==> src/rtl/cp0_pkg.sv <==
// Shared CP0 constants: register numbers, exception codes and the trap vector.
package cp0_pkg;

   localparam logic [4:0] REG_SR    = 5'd12;
   localparam logic [4:0] REG_CAUSE = 5'd13;
   localparam logic [4:0] REG_EPC   = 5'd14;
   localparam logic [4:0] REG_PRID  = 5'd15;

   typedef enum logic [4:0] {
      EXC_INT     = 5'd0,
      EXC_ADEL    = 5'd4,
      EXC_ADES    = 5'd5,
      EXC_SYSCALL = 5'd8,
      EXC_RI      = 5'd10,
      EXC_OV      = 5'd12
   } exc_code_e;

   localparam logic [31:0] TRAPPED_ADDRESS = 32'h0000_4180;

endpackage

==> src/rtl/cp0_if.sv <==
// Pipeline-side signal bundle for CP0: mfc0/mtc0 access, victim info and trap outputs.
interface cp0_if;
   logic        en;
   logic [4:0]  cp0_addr;
   logic [31:0] cp0_in;
   logic [31:0] vpc;
   logic        bd_in;
   logic [4:0]  exc_code_in;
   logic [5:0]  hw_int;
   logic        exl_clr;
   logic [31:0] cp0_out;
   logic [31:0] epc_out;
   logic        int_req;
   logic [31:0] trap_pc;

   modport master (
      output en, cp0_addr, cp0_in, vpc, bd_in, exc_code_in, hw_int, exl_clr,
      input  cp0_out, epc_out, int_req, trap_pc
   );

   modport slave (
      input  en, cp0_addr, cp0_in, vpc, bd_in, exc_code_in, hw_int, exl_clr,
      output cp0_out, epc_out, int_req, trap_pc
   );
endinterface

==> src/rtl/cp0.sv <==
// Coprocessor 0: SR/Cause/EPC/PRId, interrupt and exception trap request generation.
module cp0
   import cp0_pkg::*;
#(
   parameter logic [31:0] PRID_VALUE = 32'h2025_0007,
   parameter logic [31:0] TRAP_ADDR  = 32'h0000_4180
) (
   input  logic   clk,
   input  logic   reset,
   cp0_if.slave   bus
);

   logic [5:0]  r_im;
   logic        r_exl;
   logic        r_ie;
   logic        r_bd;
   logic [5:0]  r_ip;
   logic [4:0]  r_exc_code;
   logic [31:0] r_epc;

   logic        w_int_pend;
   logic        w_exc_pend;
   logic        w_int_req;
   logic [31:0] w_vpc_al;
   logic [31:0] w_epc_trap;

   always_comb begin
      w_int_pend = (|(bus.hw_int & r_im)) & r_ie & ~r_exl;
      w_exc_pend = (bus.exc_code_in != 5'd0) & ~r_exl;
      w_int_req  = w_int_pend | w_exc_pend;
      w_vpc_al   = bus.vpc & ~32'd3;
      // Delay-slot victims restart at the branch; subtraction wraps naturally.
      w_epc_trap = bus.bd_in ? (w_vpc_al - 32'd4) : w_vpc_al;
   end

   always_ff @(posedge clk) begin
      if (reset) begin
         r_im       <= '0;
         r_exl      <= 1'b0;
         r_ie       <= 1'b0;
         r_bd       <= 1'b0;
         r_ip       <= '0;
         r_exc_code <= '0;
         r_epc      <= '0;
      end else begin
         r_ip <= bus.hw_int;
         if (w_int_req) begin
            r_exl      <= 1'b1;
            r_bd       <= bus.bd_in;
            r_exc_code <= w_int_pend ? EXC_INT : bus.exc_code_in;
            r_epc      <= w_epc_trap;
         end else begin
            if (bus.exl_clr)
               r_exl <= 1'b0;
            if (bus.en) begin
               case (bus.cp0_addr)
                  REG_SR: begin
                     r_im  <= bus.cp0_in[15:10];
                     r_ie  <= bus.cp0_in[0];
                     r_exl <= bus.exl_clr ? 1'b0 : bus.cp0_in[1];
                  end
                  REG_EPC: r_epc <= bus.cp0_in;
                  default: ;
               endcase
            end
         end
      end
   end

   always_comb begin
      case (bus.cp0_addr)
         REG_SR:    bus.cp0_out = {16'd0, r_im, 8'd0, r_exl, r_ie};
         REG_CAUSE: bus.cp0_out = {r_bd, 15'd0, r_ip, 3'd0, r_exc_code, 2'd0};
         REG_EPC:   bus.cp0_out = r_epc;
         REG_PRID:  bus.cp0_out = PRID_VALUE;
         default:   bus.cp0_out = 32'd0;
      endcase
   end

   assign bus.epc_out = r_epc;
   assign bus.int_req = w_int_req;
   assign bus.trap_pc = TRAP_ADDR;

endmodule

==> src/flat_wrapper.sv <==
// flat-port wrapper written by rule: the top's interface ports become plain ports
module cp0_flat import cp0_pkg::*;
#(
   parameter logic [31:0] PRID_VALUE = 32'h2025_0007,
   parameter logic [31:0] TRAP_ADDR  = 32'h0000_4180
)
  (clk, reset, bus_en, bus_cp0_addr, bus_cp0_in, bus_vpc, bus_bd_in, bus_exc_code_in, bus_hw_int, bus_exl_clr, bus_cp0_out, bus_epc_out, bus_int_req, bus_trap_pc);
  cp0_if bus_i ();
  input  logic clk;
  input  logic reset;
  input wire logic [$bits(bus_i.en)-1:0] bus_en;
  input wire logic [$bits(bus_i.cp0_addr)-1:0] bus_cp0_addr;
  input wire logic [$bits(bus_i.cp0_in)-1:0] bus_cp0_in;
  input wire logic [$bits(bus_i.vpc)-1:0] bus_vpc;
  input wire logic [$bits(bus_i.bd_in)-1:0] bus_bd_in;
  input wire logic [$bits(bus_i.exc_code_in)-1:0] bus_exc_code_in;
  input wire logic [$bits(bus_i.hw_int)-1:0] bus_hw_int;
  input wire logic [$bits(bus_i.exl_clr)-1:0] bus_exl_clr;
  output wire logic [$bits(bus_i.cp0_out)-1:0] bus_cp0_out;
  output wire logic [$bits(bus_i.epc_out)-1:0] bus_epc_out;
  output wire logic [$bits(bus_i.int_req)-1:0] bus_int_req;
  output wire logic [$bits(bus_i.trap_pc)-1:0] bus_trap_pc;
  assign bus_i.en = bus_en;
  assign bus_i.cp0_addr = bus_cp0_addr;
  assign bus_i.cp0_in = bus_cp0_in;
  assign bus_i.vpc = bus_vpc;
  assign bus_i.bd_in = bus_bd_in;
  assign bus_i.exc_code_in = bus_exc_code_in;
  assign bus_i.hw_int = bus_hw_int;
  assign bus_i.exl_clr = bus_exl_clr;
  assign bus_cp0_out = bus_i.cp0_out;
  assign bus_epc_out = bus_i.epc_out;
  assign bus_int_req = bus_i.int_req;
  assign bus_trap_pc = bus_i.trap_pc;
  cp0 #(.PRID_VALUE(PRID_VALUE), .TRAP_ADDR(TRAP_ADDR)) u_core (.clk(clk), .reset(reset), .bus(bus_i));
endmodule
==> config.mk <==
export PLATFORM = sky130hd
export DESIGN_NAME = cp0_flat
export DESIGN_NICKNAME = d
export VERILOG_FILES = /design/src/rtl/cp0_pkg.sv /design/src/rtl/cp0_if.sv /design/src/rtl/cp0.sv /design/src/flat_wrapper.sv
export SDC_FILE = /design/constraint.sdc
export NUM_CORES = 1
export LEC_CHECK = 0
export ABC_AREA = 1
export CORE_ASPECT_RATIO = 1.1
export CORE_UTILIZATION = 30
export CTS_BUF_LIST = sky130_fd_sc_hd__clkbuf_16
export DETAILED_ROUTE_END_ITERATION = 8
export PLACE_DENSITY_LB_ADDON = 0.15
export SKIP_LAST_GASP = 1
export SLEW_MARGIN = 40
export SYNTH_ARGS = -nofsm -noshare
export SYNTH_HDL_FRONTEND = slang
export SYNTH_SLANG_ARGS = --single-unit
==> constraint.sdc <==
create_clock -name clk -period 3.65 [get_ports clk]
set_input_delay 0.73 -clock clk [delete_from_list [all_inputs] [get_ports clk]]
set_output_delay 0.73 -clock clk [all_outputs]
set_load 0.01 [all_outputs]
After elaboration in Yosys (flattened, before gate mapping)
Cells that the tools add are included.

Register bits after elaboration: 52. Input port bits: 85. Output and inout port bits: 97. Logic and storage cells: 36.

Multiplexer cells: 11. Equal/unequal tests: 4. Reduce and logical (&&, ||, !) cells: 6. Bitwise gates (word level): 7. $add $sub $neg: 1.

Operator list (count): 2-to-1 mux 32 bit (4); case mux 32 bit (4 select lines) (1); subtractor 32 x 3 -> 32 bit (second input constant) (1); == test 5 x 4 -> 1 bit (second input constant) (4); bitwise AND 6 bit (1); OR reduction 6 bit (1); 2-to-1 mux 1 bit (5); 2-to-1 mux 5 bit (1); nonzero test 5 bit (1); nonzero test 2 bit (2); bitwise AND 1 bit (3); AND reduction 3 bit (1); NOT 1 bit (2); AND reduction 2 bit (1); bitwise OR 1 bit (1).

Depth between registers and ports, before layout
Gate-level depths: netlist of the first run.

Depth in word-level cells: 7. Depth in mapped cells: 12. Gate-level depth less buffers: 12.

Least setup slack after synthesis of the first run
No wires, ideal clock.

Kind: input-to-output. Start: in bus_hw_int[3]. End: out bus_int_req. Stages on the path: 8. Arrival: 1478 ps. Path buffers: 2. Required time: 2920 ps. Path slack: 1442 ps. Cell sequence: inv_1 o21ai_1 nor2_1 nand2_1 nand3_2 nand2_4 buf_6 buf_4.

Longest elaborated chain between the ends: 5.

Ends and longest elaborated chain: from (decl) (line flat_wrapper.sv:17) `input wire logic [$bits(bus_i.hw_int)-1:0] bus_hw_int;`; bitwise AND 6 bit (line cp0.sv:28) `w_int_pend = (|(bus.hw_int & r_im)) & r_ie & ~r_exl;`; OR reduction 6 bit (line cp0.sv:28); bitwise AND 1 bit (2 in a row) (line cp0.sv:28); bitwise OR 1 bit (line cp0.sv:30) `w_int_req = w_int_pend | w_exc_pend;`; to (decl) (line flat_wrapper.sv:21) `output wire logic [$bits(bus_i.int_req)-1:0] bus_int_req;`.

Every way passes these cells.

Worst setup path after layout of the first run
Start: in bus_cp0_addr[0]. End: out bus_cp0_out[31].

Longest elaborated chain between the ends: 2. Elaborated cells on any way between the ends: 5. Classes of those cells: 4 x eq/ne; 1 x mux.

Ends and longest elaborated chain: from (decl) (line flat_wrapper.sv:12) `input wire logic [$bits(bus_i.cp0_addr)-1:0] bus_cp0_addr;`; == test 5 x 4 -> 1 bit (line cp0.sv:71) `case (bus.cp0_addr)`; case mux 32 bit (4 select lines) * (line cp0.sv:71); to (decl) (line flat_wrapper.sv:19) `output wire logic [$bits(bus_i.cp0_out)-1:0] bus_cp0_out;`.

Mark *: on every way between the ends. The rest lies on a longest branch, timed or not.

==> results of run 1 <==
[critical path: stages]
cell                              delay, ns
sky130_fd_sc_hd__clkdlybuf4s50_1       0.48
sky130_fd_sc_hd__nor2_1                0.07
sky130_fd_sc_hd__nand2_2               0.27
sky130_fd_sc_hd__clkinv_1              0.40
sky130_fd_sc_hd__a22o_1                0.33
sky130_fd_sc_hd__clkdlybuf4s50_1       0.48
[where the power goes]
group          leakage [nW]  internal (mW)  total (mW)  switching [mW]
sequential            0.430          0.609       0.633          0.0244
clock                0.0814          0.323       0.536           0.214
combinational          1.78          0.197       0.414           0.217
total                  2.29           1.13        1.58           0.455
[synth_stat cells (4+ instances only)]
cell type and instances:
sky130_fd_sc_hd__a211oi_1 5, sky130_fd_sc_hd__a21oi_1 26, sky130_fd_sc_hd__buf_2 5, sky130_fd_sc_hd__buf_4 37
sky130_fd_sc_hd__dfxtp_1 52, sky130_fd_sc_hd__inv_1 74, sky130_fd_sc_hd__nand2_1 166, sky130_fd_sc_hd__nand2_2 5
sky130_fd_sc_hd__nand3_1 21, sky130_fd_sc_hd__nand4_1 15, sky130_fd_sc_hd__nor2_1 86, sky130_fd_sc_hd__nor2_2 8
sky130_fd_sc_hd__nor2_4 5, sky130_fd_sc_hd__o211ai_1 5, sky130_fd_sc_hd__o21ai_0 43, sky130_fd_sc_hd__o22ai_1 4
sky130_fd_sc_hd__xor2_1 10
[kinds of logic after synthesis]
group | after synthesis
XOR/XNOR | 12
AND/OR/NAND/NOR | 318
other | 2
buffers and inverters | 130
flip-flops | 52
adder cells (fa/ha/maj) | 1
AO/OA/AOI/OAI | 93
[final timing paths]
check	endpoint	slack, ns	cells after the start
hold reg to reg	u_core.bus.epc_out[16]	0.48	2
setup / recovery	bus_cp0_out[31]	0.16	6
hold / removal	u_core.bus.epc_out[16]	0.48	2
setup reg to reg	u_core.r_exc_code[1]	1.46	10
[routing by layer]
metal | global-route usage [%] | part of all wire [%] | vias to the layer above
li1 | - | - | 2125
met1 | 25.3 | 45 | 1810
met2 | 33.3 | 49 | 133
met3 | 1.86 | 4.2 | 14
met4 | 5.32 | 1.8 | 0
met5 | 0 | 0 | -
[metrics by stage]
stage | util, % | instances
5_1_grt | 44.6 | 903
2_1_floorplan | - | 638
3_3_place_gp | 43.2 | 895
3_5_place_dp | 43.2 | 895
6_report | 44.6 | 903
4_1_cts | 44.6 | 903
[area by class of cell]
type / instances / area (um^2)
Multi-Input combinational cell: 456 / 2170
Tap cell: 154 / 193
Clock inverter: 3 / 42.5
Sequential cell: 52 / 1040
Fill cell: 1274 / 6700
Clock buffer: 5 / 125
Inverter: 80 / 303
Timing Repair Buffer: 153 / 1520
[sequential cells by signal, summed over array words and instances, names as in the netlist]
register	cells
u_core.bus.epc_out	32
u_core.r_ie	1
u_core.r_exl	1
u_core.r_bd	1
u_core.r_im	6
u_core.r_ip	6
u_core.r_exc_code	5
==> impl.org, run 1 <==
** STA
- Adding up every negative setup slack in the final design gives 0 ns.
- Across the routed clock network, the largest skew measured is 0.00354 ns.
- Headroom to the max-slew limit came out at 59.9%.
- Slew @ Worst Pin :: 0.597 ns
- The max-slew violation count is 0.
- Shortest clock period the worst path allows after layout :: 3.49 ns
- The number of hold violations in the final report came to 0.
- Final setup violation count :: 0
- Ratio of final minimum period to clock period :: 95.7%
- Setup slack closes at 0.159 ns.
- For this run, the top clock speed supported by timing is 286 MHz.
- WHS :: 0.483 ns
- Setup repair after global routing left no endpoint under its margin.

** Critical path
- The critical path starts at bus_cp0_addr[0].
- In this run the worst path has a maximum fanout of 14.
- Arrival time worst endpoint :: 2.76 ns
- The startpoint identified for the worst register-to-register timing path is u_core.r_im[3].
- The worst setup path is launched from an input port.
- Type of element capturing the critical path :: primary output
- The worst setup path is of the input port to primary output kind.
- Required time at the worst-slack endpoint :: 2.92 ns

** Clock tree
- TritonCTS created 5 clock buffers.
- After clock tree synthesis, the setup repair step added 0 buffers.
- Clk sinks :: 52
- Maximum buffer depth of the clock tree :: 2
- Level count of the clock H-tree :: 2
- Hold-fix buffers at CTS :: 0
- The clock reaches the later pin of the worst-skew pair after 0.29 ns.
- TritonCTS built the clock tree.
- Clock input transition at the sequential cells of the worst setup and hold paths :: 0.07 ns
- Clock Tree Root :: sky130_fd_sc_hd__clkbuf_16
- Post-CTS repair changed the size of 0 cells.

** Power and ir drop
- The analysis attributes to cell leakage a power of 2.29 nW.
- Total power for the finished layout comes to 1.58 mW.
- IR analysis of the VDD net gives a maximum drop of 0.000190 V.
- In this run the power density over the cells is 294 nW/um^2.

** Global route
- Entering global routing, the biggest net connects 51 pins.
- Wire length of the first global-routing pass :: 19600 um
- Number of antenna violations at the first check in global routing :: 0
- Overall overflow remaining after global route :: 0
- The number of global-route vias before repair was 3856.
- Global routing used 19.3% of the available tracks.

** Drt
- The final layout contains routed wiring with a total length of 12500 um.
- Antenna-violating nets left :: 0
- Number of DRC markers in iteration 0 :: 200
- Vias post-DR :: 4082
- Dividing the detail-routed via count by the number of cells gives 4.52.
- Number of search-and-repair iterations in the first detailed-routing pass :: 4
- DRC Markers :: 0
- WL/cell :: 13.8 um

** Layout
- Layout area overhead :: 43.5%
- In the layout the commonest cells are sky130_fd_sc_hd__nand2_1, sky130_fd_sc_hd__clkdlybuf4s50_1, sky130_fd_sc_hd__nor2_1.
- After routing the design area is 5390 um^2.
- Antenna Diode Count :: 0
- Of the cells placed in the final design, the portion with a size suffix greater than 1 is 6.14%.
- Most common cell after layout, fill and taps aside :: sky130_fd_sc_hd__nand2_1
- The net count of the finished layout is 834.

** Synth
- For this run, asynchronously set or reset flops after synthesis account for 0%.
- The share of the Yosys chip area taken by registers is 27.7%.
- After synthesis, the cell types taking the most area are sky130_fd_sc_hd__dfxtp_1, sky130_fd_sc_hd__nand2_1, sky130_fd_sc_hd__nor2_1, sky130_fd_sc_hd__buf_4, sky130_fd_sc_hd__inv_1.
- Number of instances in the synthesized netlist :: 608
- Combinational family with the most area after synthesis :: simple AND/OR/NAND/NOR gates
- Number of enable flip-flop cells after synthesis :: 0
- After Yosys synthesis, full adders, half adders and majority gates account for 0.333% of the synthesized area.
- Area fraction of the dominant cell type after synthesis :: 27.7%
- The mapped netlist covers 3750 um^2.
- YS warnings :: 0
- Synth Area in XOR/XNOR :: 2.80%
- Synthesized area per cell :: 6.17 um^2
- Seq cells post-synth :: 52
- The portion of synthesized area spent on multiplexers is 0%.
- The netlist uses 43 different library cells.
- Share of the synthesized area in compound gates (AO/OA/AOI/OAI) :: 13.9%
- Top cell type by total area after synthesis :: sky130_fd_sc_hd__dfxtp_1
- Of the total synthesized cell area, the portion taken by AND, OR, NAND and NOR gates is 37.4%.
- Among all flip-flop cells after synthesis, the most frequent one is sky130_fd_sc_hd__dfxtp_1.

** Hold path
- In this run the most critical hold path is launched from u_core.bus.epc_out[16].
- The path class of the tightest hold or removal check is register to register.

** Placement
- The placed instances occupy a cell area of 5220 um^2.
- The congestion estimate from routability-driven global placement came to 0.873.
- Prior to clock tree synthesis, the placed netlist has a worst setup slack of 0.148 ns.
- IO Port Bufs :: 147
- Once detailed placement completed, the half-perimeter wirelength came to 9950 um.

** Floorplan
- Starting density of the core :: 31.0%
- Measured along the y axis, the die boundary spans 119 um.
- The die covers 13000 um^2.
- The floorplan step defined a core boundary enclosing 12100 um^2.
- During I/O placement, the number of pins put on the boundary was 182.
- After floorplanning, the core was divided into 42 placement rows.
- Die boundary width :: 109 um

** Run status
- Run status :: finished, final reports clean

** Run
- Max-cap violations :: 0
Power figures use the tool's default switching activity.
==> run 2, diff against run 1 <==
--- a/config.mk
+++ b/config.mk
@@ -6,7 +6,9 @@
 export NUM_CORES = 1
 export LEC_CHECK = 0
 export ABC_AREA = 1
+export CAP_MARGIN = 0
 export CORE_ASPECT_RATIO = 1.1
+export CORE_MARGIN = 2
 export CORE_UTILIZATION = 30
 export CTS_BUF_LIST = sky130_fd_sc_hd__clkbuf_16
 export DETAILED_ROUTE_END_ITERATION = 8
==> impl.org, run 2 (synthesis gave the netlist of run 1 again) <==
** Run status
- Run status :: finished, final reports clean

** Clock tree
- Resized Gates After CTS :: 0
- CTS saw 52 sinks.
- Clock-pin slew was measured on the worst setup and hold paths at 0.07 ns.
- The H-tree was split into 2 levels.
- TritonCTS clock tree :: built
- In this run the clock root is driven by a sky130_fd_sc_hd__clkbuf_16.
- Counting along the longest clock path gives a buffer depth of 2.
- The later pin in the worst-skew pair is clocked with a latency of 0.29 ns.
- Post-CTS repair timing setup buffer count :: 0
- Buffers inserted to repair hold after CTS numbered 0.
- Clock tree synthesis inserted a total of 5 buffers.

** Floorplan
- In this run the horizontal extent of the chip is 111 um.
- The core region is 12100 um^2.
- The floorplan has 42 rows.
- Measured along the y axis, the die boundary spans 121 um.
- In this run the count of I/O pins placed on the die edge is 182.
- Floorplan die area :: 13400 um^2
- The initial utilization of the core area, before any placement, comes to 30.9%.

** Placement
- After legalization and detailed placement, the total HPWL measured 10100 um.
- Input and output buffers added on the ports amount to 147.
- Routability-driven placement finished with a final weighted congestion of 0.871.

** Global route
- Global routing finished with a remaining overflow of 0.
- The number of antenna violations at the first check in global routing was 0.
- Wire length of the first global-routing pass :: 19400 um
- GR Util All Layers :: 18.0%
- Number of global-route vias before repair :: 3763
- Pin count of the biggest net entering global routing :: 51

** Layout
- Across the whole layout, storage elements account for 1040 um^2.
- Relative to the synthesized area, the layout overhead comes to 43.3%.
- Final nets :: 833
- Most frequent cells in the layout :: sky130_fd_sc_hd__nand2_1, sky130_fd_sc_hd__clkdlybuf4s50_1, sky130_fd_sc_hd__nor2_1
- End-of-flow core utilization :: 44.3%
- Leaving out fill and tap cells, the most frequent cell in the layout is sky130_fd_sc_hd__nand2_1.
- Antenna Diode Count :: 0
- Area used by multi-input combinational logic :: 2170 um^2
- Of the cells placed in the final design, the portion with a size suffix greater than 1 is 6.15%.
- The register with the most flip-flops in the layout has 32 of them.
- The layout has 1327 filler cells.

** Power and ir drop
- VDD sags by at most 0.000186 V.
- For this design the ratio of total power to cell area is 295 nW/um^2.
- The analysis attributes to cell leakage a power of 2.28 nW.
- Overall power consumption after layout is estimated at 1.59 mW.

** STA
- Setup repair after global routing left no endpoint under its margin.
- Clock skew :: 0.00401 ns
- Final setup violation count :: 0
- For the final routed database, the setup TNS stands at 0 ns.
- For the pin with the worst max-slew slack, the measured transition is 0.618 ns.
- Maximum frequency from static timing analysis :: 298 MHz
- Endpoints failing hold :: 0
- Max_slew headroom :: 58.7%
- In the finished design, the share of the clock period the worst path needs comes to 92.0%.
- The max-slew violation count came to 0.
- Shortest clock period the worst path allows after layout :: 3.36 ns

** Critical path
- Across all register-to-register paths, the minimum setup slack is 1.56 ns.
- Path type of the worst setup path :: input port to primary output
- Worst-path maximum fanout :: 9
- At the worst endpoint, the required time is 2.92 ns.
- Type of element capturing the critical path :: primary output
- At the worst endpoint, the arrival time is 2.63 ns.
- Startpoint types :: input port

** Drt
- Vias post-DR :: 3993
- DRC Markers :: 0
- Sum of routed wire length over all layers :: 12500 um
- Antenna-violating nets left :: 0
- WL/cell :: 13.9 um
- Number of DRC markers in iteration 0 :: 199
- Number of search-and-repair iterations in the first detailed-routing pass :: 4
- Detail-routed via count per cell :: 4.43

** Hold path
- Worst hold-check path type :: register to register

** Run
- Max-cap violations :: 0
-- run 2: cell count changes in the layout (fill, tap and decap cells not counted) --
cell / delta
sky130_fd_sc_hd__buf_4: -1
sky130_fd_sc_hd__clkinv_1: -1
sky130_fd_sc_hd__clkinv_2: +1
sky130_fd_sc_hd__clkinv_4: -1
sky130_fd_sc_hd__clkinvlp_4: +1
-- run 2: area by class of cell --
type / instances / area share (%)
clock buffer: 5 / 2.33
clock inverter: 3 / 0.791
timing repair buffer: 152 / 28.1
sequential: 52 / 19.4
multi-input combinational: 456 / 40.3
inverter: 80 / 5.63
tap: 154 / 3.58
-- run 2: path summary, 6_finish.rpt --
path                           to                  from  depth (start not counted)
max               bus_cp0_out[31]       bus_cp0_addr[0]                          6
min          u_core.r_exc_code[2]  u_core.r_exc_code[2]                          2
max reg2reg  u_core.r_exc_code[3]        u_core.r_im[3]                         10
min reg2reg  u_core.r_exc_code[2]  u_core.r_exc_code[2]                          2
-- run 2: worst max-delay path, stage by stage --
cell and delay (ns):
sky130_fd_sc_hd__clkdlybuf4s50_1 0.48, sky130_fd_sc_hd__nor2_1 0.07, sky130_fd_sc_hd__nand2_2 0.19, sky130_fd_sc_hd__clkinv_1 0.34
sky130_fd_sc_hd__a22o_1 0.33, sky130_fd_sc_hd__clkdlybuf4s50_1 0.48
-- run 2: report_power, final --
| part | leakage, nW | internal [mW] | switching (mW) | total, mW |
|---|---|---|---|---|
| Sequential | 0.430 | 0.609 | 0.0251 | 0.634 |
| Combinational | 1.77 | 0.197 | 0.216 | 0.413 |
| Clock | 0.0798 | 0.323 | 0.220 | 0.542 |
| Total | 2.28 | 1.13 | 0.461 | 1.59 |
-- run 2: metrics by stage --
step / hold slack, ns / area, um^2 / setup slack, ns / instances
CTS: 0.488 / 5380 / 0.268 / 902
floorplan: 0.450 / 3860 / 1.44 / 638
global route: 0.501 / 5380 / 0.172 / 902
detailed placement: 0.475 / 5210 / 0.279 / 894
global placement: 0.471 / 5210 / 0.284 / 894
finish: 0.486 / 5380 / 0.292 / 902
-- run 2: routing by layer --
metal  vias up  GRT usage [%]  part of all wire [%]
met4         0           4.38                   1.0
met3         6           2.15                   4.9
li1       2124              -                     -
met2       114           32.5                    51
met5         -              0                     0
met1      1749           23.0                    43
